File: src/rtl/uart_pkg.sv
// Shared UART definitions: arbiter state encoding and the data width used by
// every byte-stream port in the UART slice.
package uart_pkg;

    localparam int UART_DATA_W = 8;

    typedef enum logic [0:0] {
        ARB_IDLE,
        ARB_LOCK
    } uart_arb_state_t;

endpackage

File: src/rtl/uart_rr_pick.sv
// Combinational round-robin pick: first set request bit searching upward from
// last_ptr_i+1, wrapping modulo NUM_REQ.
module uart_rr_pick #(
    parameter int NUM_REQ = 4,
    localparam int PTR_W  = $clog2(NUM_REQ)
) (
    input  logic [NUM_REQ-1:0] req_i,
    input  logic [PTR_W-1:0]   last_ptr_i,
    output logic [PTR_W-1:0]   idx_o,
    output logic               any_o
);

    function automatic logic [PTR_W-1:0] wrap_idx(input logic [PTR_W-1:0] base,
                                                  input int              offs);
        int sum;
        sum = (int'(base) + offs) % NUM_REQ;
        return PTR_W'(sum);
    endfunction

    // Offset 1 is checked first, so the previous owner gets the lowest priority.
    always_comb begin
        idx_o = '0;
        any_o = 1'b0;
        for (int i = 1; i <= NUM_REQ; i++) begin
            if (!any_o && req_i[wrap_idx(last_ptr_i, i)]) begin
                idx_o = wrap_idx(last_ptr_i, i);
                any_o = 1'b1;
            end
        end
    end

endmodule

File: src/rtl/uart_tx_arb.sv
// Round-robin arbiter sharing one uart_tx between NUM_REQ byte-stream requesters,
// granting per message with a burst limit. Optional stall timeout: UART_TX_ARB_TIMEOUT_EN.
module uart_tx_arb
    import uart_pkg::*;
#(
    parameter int NUM_REQ     = 4,
    parameter int BURST_LEN   = 16,
    parameter int TIMEOUT_CYC = 1024,
    localparam int GRANT_W    = $clog2(NUM_REQ)
) (
    input  logic                           clk_i,
    input  logic                           rst_n_i,
    input  logic [NUM_REQ*UART_DATA_W-1:0] req_data_i,
    input  logic [NUM_REQ-1:0]             req_data_vld_i,
    input  logic [NUM_REQ-1:0]             req_last_i,
    output logic [NUM_REQ-1:0]             req_data_rdy_o,
    output logic [UART_DATA_W-1:0]         uart_tx_data_o,
    output logic                           uart_tx_data_vld_o,
    input  logic                           uart_tx_data_rdy_i,
    output logic [GRANT_W-1:0]             grant_o,
    output logic                           busy_o
);

    localparam logic [7:0]         BURST_MAX = 8'(BURST_LEN - 1);
    localparam logic [GRANT_W-1:0] PTR_INIT  = GRANT_W'(NUM_REQ - 1);

    if (NUM_REQ < 2 || NUM_REQ > 8) begin : g_bad_num_req
        $error("uart_tx_arb: NUM_REQ must be 2..8");
    end
    if (BURST_LEN < 1 || BURST_LEN > 256) begin : g_bad_burst_len
        $error("uart_tx_arb: BURST_LEN must be 1..256");
    end
    if (TIMEOUT_CYC < 1 || TIMEOUT_CYC > 65535) begin : g_bad_timeout
        $error("uart_tx_arb: TIMEOUT_CYC must be 1..65535");
    end

    uart_arb_state_t     state_q, state_d;
    logic [GRANT_W-1:0]  grant_q, grant_d;
    logic [GRANT_W-1:0]  last_ptr_q, last_ptr_d;
    logic [7:0]          byte_cnt_q, byte_cnt_d;

    logic [GRANT_W-1:0]     pick_idx;
    logic                   pick_any;
    logic [UART_DATA_W-1:0] req_bytes [NUM_REQ];
    logic [UART_DATA_W-1:0] gnt_data;
    logic                   gnt_vld;
    logic                   gnt_last;
    logic                   xfer;

`ifdef UART_TX_ARB_TIMEOUT_EN
    localparam logic [15:0] TIMEOUT_LIM = 16'(TIMEOUT_CYC);
    logic [15:0] idle_cnt_q, idle_cnt_d;
`endif

    uart_rr_pick #(
        .NUM_REQ (NUM_REQ)
    ) u_pick (
        .req_i      (req_data_vld_i),
        .last_ptr_i (last_ptr_q),
        .idx_o      (pick_idx),
        .any_o      (pick_any)
    );

    always_comb begin
        for (int i = 0; i < NUM_REQ; i++) begin
            req_bytes[i] = req_data_i[i*UART_DATA_W +: UART_DATA_W];
        end
    end

    assign gnt_data = req_bytes[grant_q];
    assign gnt_vld  = req_data_vld_i[grant_q];
    assign gnt_last = req_last_i[grant_q];
    assign xfer     = (state_q == ARB_LOCK) && gnt_vld && uart_tx_data_rdy_i;

    // Pure pass-through while locked; nothing reaches uart_tx from IDLE.
    always_comb begin
        uart_tx_data_o     = '0;
        uart_tx_data_vld_o = 1'b0;
        req_data_rdy_o     = '0;
        if (state_q == ARB_LOCK) begin
            uart_tx_data_o          = gnt_data;
            uart_tx_data_vld_o      = gnt_vld;
            req_data_rdy_o[grant_q] = uart_tx_data_rdy_i;
        end
    end

    assign grant_o = grant_q;
    assign busy_o  = (state_q == ARB_LOCK);

    always_comb begin
        state_d    = state_q;
        grant_d    = grant_q;
        last_ptr_d = last_ptr_q;
        byte_cnt_d = byte_cnt_q;
`ifdef UART_TX_ARB_TIMEOUT_EN
        idle_cnt_d = '0;
`endif
        case (state_q)
            ARB_IDLE: begin
                if (pick_any) begin
                    grant_d    = pick_idx;
                    byte_cnt_d = '0;
                    state_d    = ARB_LOCK;
                end
            end
            ARB_LOCK: begin
                // A last byte landing on the burst limit still releases only once.
                if (xfer) begin
                    byte_cnt_d = byte_cnt_q + 8'd1;
                    if (gnt_last || (byte_cnt_q == BURST_MAX)) begin
                        state_d    = ARB_IDLE;
                        last_ptr_d = grant_q;
                    end
                end
`ifdef UART_TX_ARB_TIMEOUT_EN
                if (!gnt_vld) begin
                    idle_cnt_d = idle_cnt_q + 16'd1;
                    if (idle_cnt_d == TIMEOUT_LIM) begin
                        state_d    = ARB_IDLE;
                        last_ptr_d = grant_q;
                        idle_cnt_d = '0;
                    end
                end
`endif
            end
            default: begin
                state_d = ARB_IDLE;
            end
        endcase
    end

    always_ff @(posedge clk_i or negedge rst_n_i) begin
        if (!rst_n_i) begin
            state_q    <= ARB_IDLE;
            grant_q    <= '0;
            last_ptr_q <= PTR_INIT;
            byte_cnt_q <= '0;
`ifdef UART_TX_ARB_TIMEOUT_EN
            idle_cnt_q <= '0;
`endif
        end else begin
            state_q    <= state_d;
            grant_q    <= grant_d;
            last_ptr_q <= last_ptr_d;
            byte_cnt_q <= byte_cnt_d;
`ifdef UART_TX_ARB_TIMEOUT_EN
            idle_cnt_q <= idle_cnt_d;
`endif
        end
    end

    a_rdy_onehot0 : assert property (@(posedge clk_i) disable iff (!rst_n_i)
        $onehot0(req_data_rdy_o));
    a_idle_quiet : assert property (@(posedge clk_i) disable iff (!rst_n_i)
        (state_q == ARB_IDLE) |-> (!uart_tx_data_vld_o && (req_data_rdy_o == '0)));
    a_burst_bound : assert property (@(posedge clk_i) disable iff (!rst_n_i)
        (state_q == ARB_LOCK) |-> (int'(byte_cnt_q) < BURST_LEN));

endmodule
File: config.mk
export PLATFORM = sky130hd
export DESIGN_NAME = uart_tx_arb
export DESIGN_NICKNAME = d
export VERILOG_FILES = /design/src/rtl/uart_pkg.sv /design/src/rtl/uart_rr_pick.sv /design/src/rtl/uart_tx_arb.sv
export SDC_FILE = /design/constraint.sdc
export NUM_CORES = 1
export LEC_CHECK = 0
export ABC_CLOCK_PERIOD_IN_PS = 4200
export BUFFER_PORTS_ARGS = -buffer_cell sky130_fd_sc_hd__buf_4
export CAP_MARGIN = 10
export CORE_MARGIN = 2
export CORE_UTILIZATION = 45
export CTS_BUF_LIST = sky130_fd_sc_hd__clkbuf_16
export DETAILED_ROUTE_END_ITERATION = 12
export PLACE_DENSITY = 0.81
export SETUP_SLACK_MARGIN = 0.1
export SLEW_MARGIN = 0
export SYNTH_ARGS = -nofsm -noshare
export SYNTH_HDL_FRONTEND = slang
export SYNTH_SLANG_ARGS = --single-unit
File: constraint.sdc
create_clock -name clk_i -period 4.2 [get_ports clk_i]
set_input_delay 1.26 -clock clk_i [delete_from_list [all_inputs] [get_ports clk_i]]
set_output_delay 1.26 -clock clk_i [all_outputs]
set_load 0.005 [all_outputs]
Yosys cells after proc, flatten, opt, wreduce, memory -nomap -nowiden
Index checks and enable logic that the tools add are counted.

Bits in registers: 13. Latch bits: 0. Bits in writable memories: 0. ROM bits: 0. Logic and storage cells: 70. Memories kept: 0.

Add/subtract/negate cells: 5. Multipliers: 0. Div/mod/pow operators: 0. $lt $le $gt $ge: 7. Equal/unequal tests: 3. Shift-type cells: 0. Muxes and demuxes: 35. Bitwise gates (word level): 3. Reduce and logical (&&, ||, !) cells: 13.

Operator list (count): 8-bit 2-to-1 mux (5); 8-bit binary-select mux with 2-bit select (1); 8-bit case mux with 2 select lines (1); 2-bit by 3-bit < comparator with 1-bit output, second input constant (5); 1-bit 2-to-1 mux (15); 1-bit binary-select mux with 2-bit select (6); 8-bit by 1-bit adder with 8-bit output, second input constant (1); 8-bit by 4-bit == test with 1-bit output, second input constant (1); 2-bit 2-to-1 mux (4); 1-bit logical AND (6); 2-bit by 1-bit adder with 2-bit output, second input constant (2); 2-bit adder, second input constant (2); 4-bit bitwise AND (1); 4-bit 2-to-1 mux (1); 2-bit AND reduction (2); 3-bit >= comparator, second input constant (1); 1-bit zero test (3); 2-bit NOT with 3-bit output (1); 3-bit AND reduction (1); 1-bit demux with 2-bit select (1); 2-bit by 1-bit >= comparator with 1-bit output, second input constant (1); 2-bit by 1-bit != test with 1-bit output, second input constant (1); 2-bit != test, second input constant (1); 1-bit case mux with 2 select lines (1); other kinds (2) (2).

Longest topological paths before layout
Depth in word-level cells: 15. Mapped depth: 5. Depth with buffers taken out: 4.

Cells and area by module
A second synthesis with hierarchy kept.

Cells, all modules: 108. Area, all modules: 1111.1 µm².

Modules (own cells, without submodules): uart_tx_arb (instances 1, cells an instance 94, area each 1019.7 µm²); uart_rr_pick (instances 1, cells an instance 14, area each 91.3 µm²).

Worst setup path before layout
OpenSTA, ideal clock, no wires.

Path type: input to output. Start: input port req_data_vld_i[3]. End: output port uart_tx_data_vld_o. Arrival: 1.991 ns. Data required time: 2.940 ns. Path slack: 0.949 ns. Stages: 2. Buffers on the path: 0. Path through: mux4_2 > and2_1.

Cells in the longest elaborated chain, start to end: 3.

RTL lines: start, declared (RTL line uart_tx_arb.sv:14) `input logic [NUM_REQ-1:0] req_data_vld_i,`; 1-bit binary-select mux with 2-bit select (RTL line uart_tx_arb.sv:71) `assign gnt_vld = req_data_vld_i[grant_q];`; 1-bit 2-to-1 mux (not written as such) (RTL line uart_tx_arb.sv:71); 1-bit 2-to-1 mux (RTL line uart_tx_arb.sv:80) `if (state_q == ARB_LOCK) begin`; end, declared (RTL line uart_tx_arb.sv:18) `output logic uart_tx_data_vld_o,`.

No other way between the ends. The select of a mux whose other input is x is not followed.

Final worst setup path
Ends and elaborated chain as after synthesis.

==> reports/results.txt <==
Synth Warn # -> 0
placed cell areas -> 1490 sq um
CP max stage delay -> 580 ps
leakage -> 0.741 nW
Vias/cell -> 5.52
clk sinks -> 13
Core Region -> 2210 sq um
global-route wire length before repair -> 4770 um
# H-tree levels -> 1
post-synthesis register bit count -> 13
Min-Delay Endpoint -> byte_cnt_q[6]
vias in the first global route -> 1,089
RSZ-0062 raised after global routing -> no
Top FF cell, synth -> dfrtp_1
layout cell share with drive strength beyond 1 -> 49.7%
Yosys cell types -> 34
TritonCTS Buffers -> 3
Critical-path top delay cell -> mux4_2
gr usage total -> 23.2%
Min-Delay Path Class -> register to register
Crit path required time -> 2940 ps
grt ovf -> 0
maxcap violations -> 0
WL/cell -> 15.0 um
WL final -> 2770 um
PortBufs -> 58
Root Driver -> clkbuf_16
Post-synth EDFFs -> 0
worst setup path startpoint -> req_data_vld_i[3]
maximum VDD drop -> 0.374 mV
full die area -> 2750 sq um
final hold violations -> 0
crit-path cells -> buf_4 > mux4_2 > and2_1 > buf_4
critical path launch point type -> input port
Synth top area share -> 26.0%
Synth Area in Adders -> 1.18%
setup violators final -> 0
Clock Path Buffers -> 2
FFs w/ async S/R, synth -> 100%
Die Ht -> 52.5 um
PwrDens -> 559 nW/um^2
R2R Path Start -> grant_o[0]
XOR/XNOR Fraction of Synth Area -> 2.49%
ant diodes -> 0
Period minus WS final -> 3570 ps
setup TNS -> 0 ps
final instance area -> 1570 sq um
CP Class -> input port to primary output
Worst Setup End Kind -> primary output
io pins -> 59
part of the Yosys area used for sequential elements -> 31.0%
crit-path max FO -> 7
Final HPWL DP -> 2200 um
Worst R2R End -> last_ptr_q[1]
Core Rows -> 17
top cells by area, synth -> dfrtp_1 26%, mux4_2 13%, mux4_1 9.9%
status -> completed
area occupied by multi-input gates -> 681 sq um
R2R cell count -> 5
Mapped Cells -> 102
hold depth -> 1
TritonCTS clock tree -> done
Vias -> 1,022
GP Congestion -> 0.863
period utilization -> 84.9%
most frequent CP cell -> buf_4
DRC violations left -> 0
total power -> 0.880 mW
Die X -> 52.5 um
first-pass iteration count of the detailed router -> 4
mapped cell area -> 1060 sq um
Worst-Margin Slew -> 686 ps
Nets -> 202
post-synth top area cell -> dfrtp_1
CTS resizes -> 0
reg2reg setup slack -> 2140 ps
syn nets -> 146
# Post-CTS Setup Buffers -> 0
hold slack -> 528 ps
fmax -> 0.280 GHz
initial antenna violation count -> 0
filler instances -> 181
slew margin rel. -> 53.8%
WP data arrival -> 2310 ps
CTS Hold Buffers Added -> 0
largest family of logic cells by synthesized area -> multiplexers
Clock Pin Slew Worst Setup and Hold Paths -> 40 ps
largest net degree at the start of global routing -> 18
Layout Skew -> 4.66 ps
compound-gate portion of the synthesized area -> 10.9%
worst skew pair latency -> 240 ps
Area growth syn-to-layout -> 48.8%
Final ANT Viol Nets -> 0
Syn Area/Cell -> 10.4 sq um
HP Start -> byte_cnt_q[6]
post-synthesis mux area share -> 26.5%
FF/Latch Area -> 328 sq um
most instantiated cells after synthesis -> 11 x and2_1, 11 x dfrtp_1, 8 x nand2_1, 8 x nand3_1, 7 x nor2_1
Initial DRC Count -> 26
Simple-Gate Fraction of Synth Area -> 23.3%
Initial Util -> 47.8%
Final Max Slew Viols -> 0
-- sequential cells by signal, summed over array words and instances (netlist names) --
signal and cells:
busy_o 1, byte_cnt_q 8, grant_o 2, last_ptr_q 2
-- per-layer routing --
| metal | GRT usage (%) | wire length (um) | up-vias |
|---|---|---|---|
| li1 | - | - | 495 |
| met2 | 44.8 | 1570 | 21 |
| met1 | 25.9 | 1100 | 502 |
| met4 | 5.13 | 27 | 0 |
| met3 | 4.29 | 74 | 4 |
| met5 | 0 | 0 | - |
-- logic make-up after synthesis --
family,Yosys count
compound gates,16
xor+xnor,3
fa+ha+maj,1
buf+inv,10
flops,13
mux,13
simple gates,46
-- cell type report --
| class | instances | area share [%] |
|---|---|---|
| multi-input combinational | 79 | 43.3 |
| timing repair buffer | 59 | 28.2 |
| sequential | 13 | 20.8 |
| clock buffer | 3 | 4.77 |
| tap | 28 | 2.23 |
| inverter | 2 | 0.477 |
| clock inverter | 1 | 0.239 |
-- power breakdown --
group | total (mW) | switching, mW | internal, mW | leakage (nW)
sequential | 0.250 | 0.0812 | 0.169 | 0.164
combinational | 0.456 | 0.167 | 0.289 | 0.535
clock | 0.174 | 0.0486 | 0.125 | 0.0423
-- worst max-delay path, delay by kind of cell --
kind | cells | cell delay, ps
and+or+nand+nor | 1 | 210
buffers and inverters | 2 | 260
muxes | 1 | 580
-- cell usage in the layout (no fill, tap or decap), drive strengths merged, types with 2 or more instances in the layout --
cell type / count
a21oi: 4
and2: 11
and3: 2
buf: 59
clkbuf: 3
dfrtp: 11
dfstp: 2
inv: 3
mux2: 2
mux4: 10
nand2: 9
nand3: 8
nand4: 2
nor2: 8
nor4: 2
o211ai: 3
o21ai: 3
o31ai: 2
xor2: 3
-- per-stage QoR --
stage | utilization [%] | setup slack [ps] | instances
5_1_grt | 71.1 | 614 | 185
2_1_floorplan | - | 949 | 102
6_report | 71.1 | 635 | 185
3_5_place_dp | 67.5 | 646 | 181
3_3_place_gp | 67.5 | 660 | 181
4_1_cts | 71.1 | 649 | 185
-- how the worst max path moves through the flow --
stage	endpoint	slack [ps]	cells after the start
3_5_place_dp	uart_tx_data_vld_o	650	4
5_1_grt	uart_tx_data_vld_o	610	4
3_3_place_gp	uart_tx_data_vld_o	660	4
2_1_floorplan	uart_tx_data_vld_o	950	2
6_report	uart_tx_data_vld_o	630	4
4_1_cts	uart_tx_data_vld_o	650	4
(Power assumes the default switching activity.)
